--- src/rtl/fc_argmax_classifier_pkg.sv ---
// -----------------------------------------------------------------------------
// fc_argmax_classifier_pkg
//   Shared definitions for the LeNet5 argmax classifier stage: default sizing,
//   FSM state encoding and the class-index width derivation.
// -----------------------------------------------------------------------------
package fc_argmax_classifier_pkg;

    localparam int DEFAULT_DATA_WIDTH  = 32;
    localparam int DEFAULT_NUM_CLASSES = 10;

    typedef enum logic [1:0] {
        ST_IDLE = 2'd0,
        ST_SCAN = 2'd1,
        ST_DONE = 2'd2
    } state_e;

    // Width of a class index; a single class still needs a 1-bit index.
    function automatic int class_bits(input int n);
        return (n > 1) ? $clog2(n) : 1;
    endfunction

endpackage

--- src/rtl/fc_argmax_classifier_class_select_mux.sv ---
// -----------------------------------------------------------------------------
// class_select_mux
//   Combinational NUM_CLASSES:1 word multiplexer over the packed capture bank.
//
// Ports:
//   bank  in  NUM_CLASSES*DATA_WIDTH  packed words, class k at [k*DATA_WIDTH +: DATA_WIDTH]
//   sel   in  CLASS_BITS              class index to read
//   word  out DATA_WIDTH              selected word (zero for an out-of-range index)
// -----------------------------------------------------------------------------
module class_select_mux #(
    parameter int DATA_WIDTH  = 32,
    parameter int NUM_CLASSES = 10,
    parameter int CLASS_BITS  = 4
) (
    input  logic [NUM_CLASSES*DATA_WIDTH-1:0] bank,
    input  logic [CLASS_BITS-1:0]             sel,
    output logic [DATA_WIDTH-1:0]             word
);

    always_comb begin
        // NOTE: assigning a default before any conditional assignment keeps
        // every path driven, so no latch is inferred.
        word = '0;
        for (int k = 0; k < NUM_CLASSES; k++) begin
            if (sel == CLASS_BITS'(k)) begin
                word = bank[k*DATA_WIDTH +: DATA_WIDTH];
            end
        end
    end

endmodule

--- src/rtl/fc_argmax_classifier.sv ---
// -----------------------------------------------------------------------------
// fc_argmax_classifier
//   Final LeNet5 stage. Captures the NUM_CLASSES parallel FC2 outputs on a
//   start pulse, scans them one per cycle with a signed compare, and reports
//   the index and value of the largest (lowest index wins ties).
//
// Ports:
//   clk                  in   system clock, rising edge
//   reset                in   asynchronous, active-high reset
//   start_from_previous  in   one-cycle capture pulse from FC2 (accepted in IDLE only)
//   fc_data_in           in   packed FC2 outputs, class k at [k*DATA_WIDTH +: DATA_WIDTH]
//   end_to_previous      out  high while IDLE (ready for a new vector)
//   busy                 out  high in SCAN or DONE
//   class_out            out  predicted class, held until the next result
//   max_value_out        out  winning value, held until the next result
//   class_valid          out  one-cycle pulse while results are fresh (DONE)
// -----------------------------------------------------------------------------
module fc_argmax_classifier
    import fc_argmax_classifier_pkg::*;
#(
    parameter int DATA_WIDTH  = DEFAULT_DATA_WIDTH,
    parameter int NUM_CLASSES = DEFAULT_NUM_CLASSES,
    parameter int CLASS_BITS  = class_bits(NUM_CLASSES)
) (
    input  logic                              clk,
    input  logic                              reset,
    input  logic                              start_from_previous,
    input  logic [NUM_CLASSES*DATA_WIDTH-1:0] fc_data_in,
    output logic                              end_to_previous,
    output logic                              busy,
    output logic [CLASS_BITS-1:0]             class_out,
    output logic [DATA_WIDTH-1:0]             max_value_out,
    output logic                              class_valid
);

    localparam logic [CLASS_BITS-1:0] LAST_IDX       = CLASS_BITS'(NUM_CLASSES - 1);
    // Class 0 seeds the running best, so the scan starts at class 1.
    localparam logic [CLASS_BITS-1:0] FIRST_SCAN_IDX =
        (NUM_CLASSES > 1) ? CLASS_BITS'(1) : '0;

    state_e                            state_q, state_d;
    logic [NUM_CLASSES*DATA_WIDTH-1:0] bank_q;
    logic                              bank_load;
    logic [CLASS_BITS-1:0]             idx_q, idx_d;
    logic signed [DATA_WIDTH-1:0]      best_val_q, best_val_d;
    logic [CLASS_BITS-1:0]             best_idx_q, best_idx_d;
    logic signed [DATA_WIDTH-1:0]      cand;
    logic                              result_load;

    class_select_mux #(
        .DATA_WIDTH  (DATA_WIDTH),
        .NUM_CLASSES (NUM_CLASSES),
        .CLASS_BITS  (CLASS_BITS)
    ) u_class_select_mux (
        .bank (bank_q),
        .sel  (idx_q),
        .word (cand)
    );

    // ---------------------------------------------------------------- state
    always_ff @(posedge clk or posedge reset) begin
        if (reset) begin
            state_q <= ST_IDLE;
        end else begin
            // NOTE: registers use non-blocking assignments so every flop
            // samples pre-edge values regardless of statement order.
            state_q <= state_d;
        end
    end

    // ------------------------------------------ next state and scan datapath
    always_comb begin
        state_d    = state_q;
        idx_d      = idx_q;
        best_val_d = best_val_q;
        best_idx_d = best_idx_q;
        bank_load  = 1'b0;

        unique case (state_q)
            ST_IDLE: begin
                if (start_from_previous) begin
                    bank_load  = 1'b1;
                    best_val_d = fc_data_in[DATA_WIDTH-1:0];
                    best_idx_d = '0;
                    idx_d      = FIRST_SCAN_IDX;
                    state_d    = (NUM_CLASSES == 1) ? ST_DONE : ST_SCAN;
                end
            end
            ST_SCAN: begin
                // Strictly greater: an equal value never displaces the
                // earlier (lower-index) winner.
                if (cand > best_val_q) begin
                    best_val_d = cand;
                    best_idx_d = idx_q;
                end
                if (idx_q == LAST_IDX) begin
                    state_d = ST_DONE;
                end else begin
                    idx_d = idx_q + CLASS_BITS'(1);
                end
            end
            ST_DONE: begin
                state_d = ST_IDLE;
            end
            default: begin
                state_d = ST_IDLE;
            end
        endcase
    end

    // Results are published on the edge that enters DONE, using the
    // post-compare values so the final class is included.
    assign result_load = (state_d == ST_DONE);

    always_ff @(posedge clk or posedge reset) begin
        if (reset) begin
            // NOTE: the capture bank is wide but is reset on purpose so a
            // vector aborted by reset leaves no stale data behind.
            bank_q        <= '0;
            idx_q         <= '0;
            best_val_q    <= '0;
            best_idx_q    <= '0;
            class_out     <= '0;
            max_value_out <= '0;
        end else begin
            if (bank_load) begin
                bank_q <= fc_data_in;
            end
            idx_q      <= idx_d;
            best_val_q <= best_val_d;
            best_idx_q <= best_idx_d;
            if (result_load) begin
                class_out     <= best_idx_d;
                max_value_out <= best_val_d;
            end
        end
    end

    // --------------------------------------------------- handshake outputs
    // Decoded straight from the state register, so these are glitch-free.
    assign end_to_previous = (state_q == ST_IDLE);
    assign busy            = (state_q == ST_SCAN) || (state_q == ST_DONE);
    assign class_valid     = (state_q == ST_DONE);

endmodule

--- config.mk ---
export PLATFORM = sky130hd
export DESIGN_NAME = fc_argmax_classifier
export DESIGN_NICKNAME = d
export VERILOG_FILES = /design/src/rtl/fc_argmax_classifier_pkg.sv /design/src/rtl/fc_argmax_classifier_class_select_mux.sv /design/src/rtl/fc_argmax_classifier.sv
export SDC_FILE = /design/constraint.sdc
export NUM_CORES = 1
export LEC_CHECK = 0
export CAP_MARGIN = 40
export CELL_PAD_IN_SITES_DETAIL_PLACEMENT = 1
export CELL_PAD_IN_SITES_GLOBAL_PLACEMENT = 1
export CORE_MARGIN = 4
export CORE_UTILIZATION = 35
export DETAILED_ROUTE_END_ITERATION = 8
export PLACE_DENSITY_LB_ADDON = 0.1
export SLEW_MARGIN = 20
export SYNTH_ARGS = -nofsm -noshare
export SYNTH_HDL_FRONTEND = slang
export SYNTH_SLANG_ARGS = --single-unit
--- constraint.sdc ---
create_clock -name clk -period 13.3 [get_ports clk]
set_input_delay 2.66 -clock clk [delete_from_list [all_inputs] [get_ports clk]]
set_output_delay 2.66 -clock clk [all_outputs]
set_load 0.005 [all_outputs]
==> flow_summary.rst <==
.. list-table::
   :header-rows: 1

   * - Metric
     - Value
   * - Result of the run
     - finished, final reports clean
   * - Routed vias/inst
     - 5.54
   * - Int Power
     - 0.00407 W
   * - Global route overflow
     - 0
   * - Largest net degree at the start of global routing
     - 172
   * - Req. time, crit path
     - 13.82 ns
   * - Area of the mapped netlist
     - 19200 sq um
   * - # IOs
     - 362
   * - Clock Root Buffer
     - clkbuf_16
   * - Number of antenna violations at the first check in global routing
     - 4
   * - Area occupied by registers
     - 9960 sq um
   * - Unrepaired setup endpoints after global routing
     - no
   * - Leading register cell type out of synthesis
     - dfrtp_1
   * - Relative contribution of the clock network to total power
     - 20.5%
   * - Initial cell density of the core
     - 35.5%
   * - Number of levels in the clock H-tree
     - 2
   * - Number of slew-limit violations in the final report
     - 0
   * - Ys Warns
     - 0
   * - Worst hold margin
     - 0.495 ns
   * - Post-layout power
     - 0.00678 W
   * - Total count of hold-check failures in the final report
     - 0
   * - Count of input and output buffers
     - 361
   * - Layout overhead on the synthesized area
     - 32.4%
   * - Average cell area after synthesis
     - 11.9 sq um
   * - Vertical die dimension
     - 242 um
   * - Number of fillers in the final layout
     - 5659
   * - First-pass detailed-route iteration total
     - 6
   * - Crit Path Category
     - reg -> reg
   * - Sort of element at the end of the critical path
     - register
   * - Die area
     - 58600 sq um
   * - Number of buffers created by CTS
     - 47
   * - Number of buffers added for setup after CTS
     - 0
   * - Flops & latches, synth
     - 398
   * - Total of hold buffers inserted after clock tree synthesis
     - 0
   * - Number of global-route vias before repair
     - 16000
   * - Number of vias after detailed routing
     - 14900
   * - Category of the worst setup path launch point
     - register
   * - Peak VDD IR
     - 0.000167 V
   * - Largest fanout of any net on the critical path
     - 39
   * - Slowest cell delay on critical path
     - 0.65 ns
   * - Wire length of the first global-routing pass
     - 106 mm
   * - Detailed Route WL
     - 71.3 mm
   * - Bufs and invs on worst path
     - 5
   * - Netlist cell types
     - 61
   * - Routability-driven placement congestion ratio
     - 0.914
   * - Worst path most repeated cell
     - buf_4
   * - Ys async rst share
     - 100%
   * - Static Leak
     - 10.3 nW
   * - Slowest cell on the critical path
     - or4_1
   * - Final HPWL DP
     - 52.7 mm
   * - Maximum clock frequency
     - 0.162 GHz
   * - Power share of the sequential group
     - 32.7%
   * - Post-route clock period utilization
     - 46.5%
   * - Fraction of power spent switching nets
     - 39.9%
   * - Antenna-violating nets left
     - 0
   * - Total DRC errors in the routed layout
     - 0
   * - Number of enable flip-flop cells after synthesis
     - 0
   * - Relative contribution of combinational cells to total power
     - 46.8%
   * - Endpoints failing setup
     - 0
   * - Crit-path cells
     - inv_1 -> ha_1 -> buf_4 -> nand3b_1 -> buf_4 -> nand2_1 -> buf_4 -> o22a_1 -> o21a_1 -> ha_1 -> nand4_1 -> or4_1 -> o22ai_1 -> a21oi_2 -> buf_8 -> or2_1 -> a311oi_1 -> mux2_2
   * - Number of instances in the synthesized netlist
     - 1616
   * - Worst Path Arrival
     - 6.71 ns
   * - Layout net count
     - 2309
   * - Clk Latency, worst-skew pair
     - 0.58 ns
   * - Row count
     - 85
   * - Clk slew on worst S/H paths
     - 0.06 ns
   * - Core Region
     - 54000 sq um
   * - All-Layer GR Usage
     - 23.5%
   * - Share of cells above drive strength 1
     - 24.4%
   * - Buffer levels on the longest clock path
     - 3
   * - Detail-routed net length per standard cell
     - 26.5 um
   * - Detailed router's first-iteration violation count
     - 1072
   * - Max Cap Viol
     - 0
   * - Horizontal extent of the die
     - 242 um
   * - HP Class
     - reg -> reg
   * - Minimum clock period after layout
     - 6.19 ns
   * - Switching power
     - 0.00271 W
   * - PD cells
     - 267 nW/um^2
   * - Final Skew
     - 0.0170 ns
   * - TritonCTS clock tree
     - yes
   * - Sinks on Clock Net
     - 398
   * - Resized cells post-CTS
     - 0
   * - Area of the multi-input gates
     - 8560 sq um
   * - Final TNS setup
     - 0 ns
   * - Post-synthesis sequential area ratio
     - 52.0%
   * - Transition time at the pin with the least slew margin
     - 0.996 ns
   * - Tightest slew margin relative to the limit
     - 33.6%
   * - Cell type group with the largest total delay on the critical path
     - simple AND/OR/NAND/NOR gates
   * - Total nets after synthesis
     - 1978
==> final timing paths <==
kind,start,endpoint,cells after the start,slack (ns)
worst max-delay path,idx_q[1]$_DFFE_PP0P_,max_value_out[27]$_DFFE_PP0N_,18,7.11
worst min-delay path,class_out[1]$_DFFE_PP0N_,class_out[1]$_DFFE_PP0N_,2,0.49
worst max register to register,idx_q[1]$_DFFE_PP0P_,max_value_out[27]$_DFFE_PP0N_,18,7.11
worst min register to register,class_out[1]$_DFFE_PP0N_,class_out[1]$_DFFE_PP0N_,2,0.49
max in group asynchronous,reset,bank_q[230]$_DFFE_PP0P_,5,8.89
min in group asynchronous,reset,bank_q[202]$_DFFE_PP0P_,2,2.51
==> metal layers <==
layer  vias to the layer above  GRT usage, %  share of wire [%]
li1                       6713             -                  -
met1                      7715          34.5                 48
met2                       357          36.4                 45
met3                        78          4.37                4.6
met4                         0          5.12                2.0
met5                         -             0                  0
==> power groups by stage <==
| stage | Sequential (W) | Clock (W) | Combinational (W) |
|---|---|---|---|
| floorplan | 0.00206 | 0 | 0.00214 |
| global placement | 0.00221 | 0 | 0.00301 |
| detailed placement | 0.00223 | 0 | 0.00313 |
| CTS | 0.00222 | 0.00142 | 0.00315 |
| global route | 0.00228 | 0.00147 | 0.00345 |
| finish | 0.00221 | 0.00139 | 0.00317 |
==> through the flow <==
stage	util, %	instance area, sq um	cells	setup slack, ns
after floorplan	-	19200	1616	5.28
after global placement	43.3	23400	2580	7.01
after detailed placement	43.7	23600	2589	7.11
after CTS	46.8	25300	2676	7.12
after global routing	46.9	25400	2684	6.78
final	46.9	25400	2684	7.11
==> flip-flops by register name, summed over array words and instances, names as in the netlist <==
name,count
state_q,2
bank_q,320
idx_q,4
best_idx_q,4
best_val_q,32
class_out,4
max_value_out,32
==> layout by cell type, fill, tap and decap left out, types with 11 or more instances in the layout <==
| cell | n |
|---|---|
| dfrtp_1 | 398 |
| clkdlybuf4s50_1 | 360 |
| mux2_2 | 330 |
| a21oi_1 | 97 |
| nand2_1 | 88 |
| o21ai_0 | 86 |
| o221ai_1 | 58 |
| clkbuf_16 | 49 |
| nor2_1 | 44 |
| inv_1 | 43 |
| ha_1 | 38 |
| a22oi_1 | 34 |
| a221oi_1 | 33 |
| nor2b_1 | 30 |
| buf_4 | 29 |
| o22ai_1 | 26 |
| nor3_1 | 23 |
| mux2i_1 | 19 |
| o21a_1 | 17 |
| o22a_1 | 16 |
| a211o_1 | 15 |
| o32ai_1 | 12 |
| a221o_2 | 12 |
| clkbuf_8 | 11 |
==> cell families (layout without fill, tap and decap cells) <==
family	Yosys count	in the layout	synth area share [%]
AND/OR/NAND/NOR	225	225	5.67
other	0	3	0
AO/OA/AOI/OAI	437	437	15.8
flip-flops	398	398	52.0
multiplexers	350	350	20.5
adder cells (fa/ha/maj)	39	39	2.55
buffers and inverters	167	536	3.55
==> worst min-delay path: stages, from the launching register on <==
cell and delay, ns:
dfrtp_1 0.34, nand2_1 0.05, o221ai_1 0.06
==> cell type report <==
cell class / count / area share [%]
multi-input combinational: 1051 / 33.7
inverter: 44 / 0.666
clock inverter: 20 / 1.04
sequential: 398 / 39.3
tap: 696 / 3.43
antenna: 3 / 0.0296
timing repair buffer: 405 / 16.3
clock buffer: 67 / 5.54
==> synthesized netlist by cell type (all sizes together) (23+ instances only) <==
master | instances | share of area (%)
o22ai | 26 | 0.85
nor2 | 45 | 0.88
nand2 | 88 | 1.7
ha | 39 | 2.5
nor2b | 30 | 0.98
a21oi | 98 | 2.6
inv | 44 | 0.86
clkbuf | 96 | 1.9
dfrtp | 398 | 52
nor3 | 23 | 0.60
mux2 | 331 | 19
o221ai | 58 | 2.7
a22oi | 34 | 1.3
buf | 27 | 0.80
o21ai | 86 | 2.2
a221oi | 33 | 1.5
Note: power is estimated with default switching activity, not from simulation.
==> RTL change 1, RTL diff (config.mk and constraints unchanged) <==
`best_val_q` no longer has a reset.
--- a/src/rtl/fc_argmax_classifier.sv
+++ b/src/rtl/fc_argmax_classifier.sv
@@ -118,7 +118,6 @@
             // vector aborted by reset leaves no stale data behind.
             bank_q        <= '0;
             idx_q         <= '0;
-            best_val_q    <= '0;
             best_idx_q    <= '0;
             class_out     <= '0;
             max_value_out <= '0;
@@ -127,13 +126,16 @@
                 bank_q <= fc_data_in;
             end
             idx_q      <= idx_d;
-            best_val_q <= best_val_d;
             best_idx_q <= best_idx_d;
             if (result_load) begin
                 class_out     <= best_idx_d;
                 max_value_out <= best_val_d;
             end
         end
+    end
+
+    always_ff @(posedge clk) begin
+        best_val_q <= best_val_d;
     end
 
     // --------------------------------------------------- handshake outputs
Check against the original RTL: same outputs for any inputs over 10 cycles, from zero or initial values and one cycle with reset high; that may be too few to reach the edited logic, so the function may still have changed.
==> RTL change 1 against the unedited design <==
- cell count fell by 0.26%
- setup slack worse by 0.18 ns
- sequential cell count unchanged
- wire length shrank 1.2%
- area after synthesis is 0.84% lower
- non-clock buffer count is 7 lower
- total power down 0.35%
- first-iteration DRC count decreased by 0.93%
- design area is 0.79% lower
- largest cell class unchanged
- highest routed layer unchanged
==> RTL change 1: results <==
set metrics [dict create \
    outcome "finished clean" \
    grt_first_pass_wirelength_um 104000 \
    wl_per_cell_um 26.3 \
    cp_max_fo 39 \
    synth_fp_nets 1978 \
    power.leakage_nw 10.2 \
    numPortBuffers 361 \
    root_buffer "clkbuf_16" \
    cts_buffers 46 \
    grt_max_degree 159 \
    antenna_found_initial 10 \
    dr.pass1.iters 5 \
    ys_async_sr_fraction 0.920 \
    synthTopCellsByArea "dfrtp_1 48%, mux2_2 20%, dfxtp_1 3.4%" \
    ys.flop_type "dfrtp_1" \
    reg_top3 "bank_q (320), best_val_q (32), max_value_out (32)" \
    critPathMaxStageDelay_ns 0.62 \
    synth_cell_types 62 \
    arrival_ns 6.89 \
    dpl.hpwl_um 52200 \
    synth_common_cells "366 x dfrtp_1, 330 x mux2_2, 98 x a21oi_1" \
    drive_above_1_share 0.241 \
    hp-class "flip-flop to flip-flop" \
    cpMaxStageDelayCell "or4_4" \
    htree_levels 2 \
    grt.total_usage 0.239 \
    cpLargestDelayFamily "simple AND/OR/NAND/NOR gates" \
    irDropWorstVdd_uv 127 \
    syn_area_per_cell_um2 11.8 \
    worstMarginPinSlew_ns 0.918 \
    via_per_inst 5.51 \
    n_fill_cell 5606 \
    grt_pass1_vias 15700 \
    post-cts-setup-buffer-count 0 \
    fin_nets 2301 \
    clk_path_buf_depth 3 \
    clkLatencyLatePin_ns 0.58 \
    fin_skew_ns 0.0196 \
    vias 14700 \
    yosysSeqAreaShare 0.516 \
    dp.cells 2584 \
    cts_resized 0 \
    synth_warnings 0 \
    gp_congestion 0.866 \
    drt-initial-drc-count 1062 \
    path_clk_slew_ns 0.06 \
]
-- RTL change 1: cell families (layout without fill, tap and decap cells) --
family / Yosys count / after routing / share of synthesized area
multiplexers: 350 / 350 / 0.206
buffers and inverters: 167 / 526 / 0.0358
AND/OR/NAND/NOR: 225 / 225 / 0.0572
flip-flops: 398 / 398 / 0.516
adder cells (fa/ha/maj): 39 / 39 / 0.0257
AO/OA/AOI/OAI: 437 / 437 / 0.159
other: 0 / 6 / 0
-- RTL change 1: final cells by class --
cell class	instances	area, µm²	share of cell area
multi-input cells	1051	8560	0.340
clock buffers	64	1350	0.0537
well taps	696	871	0.0346
repair buffers	398	4080	0.162
flip-flops and latches	398	9800	0.389
diodes	6	15.0	0.000597
inverters	44	173	0.00686
clock inverters	20	317	0.0126
-- RTL change 1: stage by stage --
stage	setup WS (ns)	area [µm²]	hold WS, ns
floorplan	0.480	19000	0.467
global placement	6.90	23200	0.483
detailed placement	6.96	23400	0.487
CTS	6.92	25100	0.504
global route	6.47	25200	0.516
finish	6.93	25200	0.498
-- RTL change 1: routing by layer --
layer,up-vias,global-route usage,wire length [µm]
met1,7631,0.354,33200
met2,353,0.367,32200
met4,0,0.0520,1180
met5,-,0,0
met3,69,0.0442,3820
li1,6690,-,-
-- RTL change 1: path summary, 6_finish.rpt --
kind | slack (ns) | to | cells past startpoint | from
min | 0.50 | bank_q[220] | 1 | bank_q[220]
max reg2reg | 6.93 | max_value_out[27] | 17 | idx_q[0]
min reg2reg | 0.50 | bank_q[220] | 1 | bank_q[220]
max | 6.93 | max_value_out[27] | 17 | idx_q[0]
max in group asynchronous | 8.48 | bank_q[235] | 6 | reset
min in group asynchronous | 2.49 | bank_q[204] | 2 | reset
-- RTL change 1: where the power goes --
part	switching (W)	internal [W]	leakage (nW)
sequential	0.000370	0.00181	4.64
clock	0.000530	0.000864	0.819
combinational	0.00177	0.00141	4.71
==> RTL change 2, RTL diff (same settings) <==
Made on the original files. Change the package constant `DEFAULT_DATA_WIDTH` from 32 to 40.
--- a/src/rtl/fc_argmax_classifier_pkg.sv
+++ b/src/rtl/fc_argmax_classifier_pkg.sv
@@ -5,7 +5,7 @@
 // -----------------------------------------------------------------------------
 package fc_argmax_classifier_pkg;
 
-    localparam int DEFAULT_DATA_WIDTH  = 32;
+    localparam int DEFAULT_DATA_WIDTH  = 40;
     localparam int DEFAULT_NUM_CLASSES = 10;
 
     typedef enum logic [1:0] {
Ports: changed (resized fc_data_in and max_value_out); port bits go from 362 to 450. The function was not compared with the original's and may differ.
==> RTL change 2 against the unedited design <==
- design area up 22%
- setup slack better by 0.029 ns
- die area up 22%
- total power up 27%
- count of clock-buffer cells in the layout up 26
- critical path type unchanged
- sequential cell count up 96
- area after synthesis up 23%
- wire length up 30%
- highest routed layer is now met5
- largest cell class unchanged
==> RTL change 2: results <==
set metrics [dict create \
    critPathMaxStageDelay_ns 0.86 \
    hp-class "flip-flop to flip-flop" \
    use_met1 0.375 \
    fin_tns_setup_ns 0 \
    drt-initial-drc-count 1154 \
    use_met2 0.391 \
    placed_cell_area_mm2 0.0291 \
    cts_resized 0 \
    use_met3 0.0424 \
    gp_congestion 0.857 \
    reg_top3 "bank_q (400), best_val_q (40), max_value_out (40)" \
    relSlewSlack 0.298 \
    ys.flop_type "dfrtp_1" \
    clkLatencyLatePin_ns 0.62 \
    path_clk_slew_ns 0.06 \
    clk_path_buf_depth 3 \
    grt_pass1_vias 19400 \
    ys_async_sr_fraction 1.00 \
    synth_fp_nets 2387 \
    synth_cell_types 66 \
    cpMaxStageDelayCell "dfrtp_1" \
    synth_warnings 0 \
    synth_common_cells "494 x dfrtp_1, 420 x mux2_2, 120 x nor2_1" \
    numPortBuffers 449 \
    drc_errors 0 \
    arrival_ns 6.65 \
    cts_buffers 56 \
    fin_nets 2802 \
    htree_levels 2 \
    dr.pass1.iters 5 \
    irDropWorstVdd_uv 261 \
    drv_slew 0 \
    power.leakage_nw 12.7 \
    grt.total_usage 0.253 \
    grt_max_degree 178 \
    post-cts-setup-buffer-count 0 \
    synthTopCellsByArea "dfrtp_1 52%, mux2_2 20%, ha_1 2.5%" \
    yosysSeqAreaShare 0.524 \
    pre_cts_ws_ns 7.22 \
    outcome "finished clean" \
    root_buffer "clkbuf_16" \
    antenna_found_initial 9 \
    via_per_inst 5.57 \
    wl_per_cell_um 28.4 \
    cpLargestDelayFamily "compound AO/OA/AOI/OAI gates" \
    grt_first_pass_wirelength_um 134000 \
    cp_max_fo 37 \
    fin_skew_ns 0.0340 \
    drive_above_1_share 0.245 \
    dpl.hpwl_um 69000 \
]
[RTL change 2: cell count changes after synthesis, moves of 17 or more]
cell / before / now
a221oi_1: 33 / 63
a21oi_1: 98 / 57
o211ai_1: 1 / 33
nor2b_1: 30 / 7
o221ai_1: 58 / 22
a221o_1: 2 / 35
nor4_1: 0 / 17
nor2_1: 45 / 120
dfrtp_1: 398 / 494
mux2_2: 330 / 420
mux2i_1: 19 / 41
a22oi_1: 34 / 3
o22ai_1: 26 / 9
a22o_1: 0 / 34
[RTL change 2: layout make-up]
type	instances	area (µm²)
fillers	6929	35400
flip-flops and latches	494	12400
multi-input cells	1253	10500
repair buffers	496	5010
clock buffers	93	1720
well taps	864	1080
inverters	51	195
clock inverters	9	61.3
diodes	4	10.0
[RTL change 2: cell families (layout without fill, tap and decap cells)]
group | count (synthesis) | in the layout | share of synthesized area
buffers and inverters | 190 | 649 | 0.0326
muxes | 470 | 470 | 0.224
other | 0 | 4 | 0
AOI/OAI and AO/OA | 439 | 439 | 0.136
DFF | 494 | 494 | 0.524
and+or+nand+nor | 297 | 297 | 0.0593
adders and majority gates | 47 | 47 | 0.0249
[RTL change 2: final timing paths]
kind	from	end	slack [ns]	depth (start not counted)
setup / recovery	idx_q[2]	max_value_out[24]	7.14	16
min in group asynchronous	reset	bank_q[54]	2.47	2
max in group asynchronous	reset	bank_q[389]	9.04	5
setup reg to reg	idx_q[2]	max_value_out[24]	7.14	16
hold / removal	bank_q[281]	bank_q[281]	0.51	1
hold reg to reg	bank_q[281]	bank_q[281]	0.51	1
[RTL change 2: routing by layer]
layer | vias up | part of all wire
li1 | 8105 | -
met1 | 9403 | 0.47
met2 | 580 | 0.46
met3 | 89 | 0.063
met4 | 4 | 0.017
met5 | - | 0.00028
[RTL change 2: through the flow]
stage	std cells	power, W
detailed placement	3154	0.00708
floorplan	1937	0.00545
finish	3264	0.00864
global placement	3145	0.00690
global route	3264	0.00917
CTS	3256	0.00864
[RTL change 2: worst reg2reg max path: stages, from the launching register on]
cell and delay (ns):
dfrtp_1 0.86, inv_2 0.27, nor3_4 0.25, buf_4 0.46, nor2_2 0.09, buf_4 0.26, a211oi_1 0.65, o21ai_0 0.37
ha_1 0.39, and4_1 0.25, nand4_1 0.25, a21o_1 0.24, o2111a_1 0.21, o32a_4 0.49, a31o_4 0.35, a221o_1 0.38
mux2_2 0.27
[RTL change 2: power by group]
part           internal (W)  leakage [nW]  switching, W
sequential          0.00228          5.89      0.000515
clock              0.000876         0.870      0.000637
combinational       0.00187          5.97       0.00246
total               0.00502          12.7       0.00361
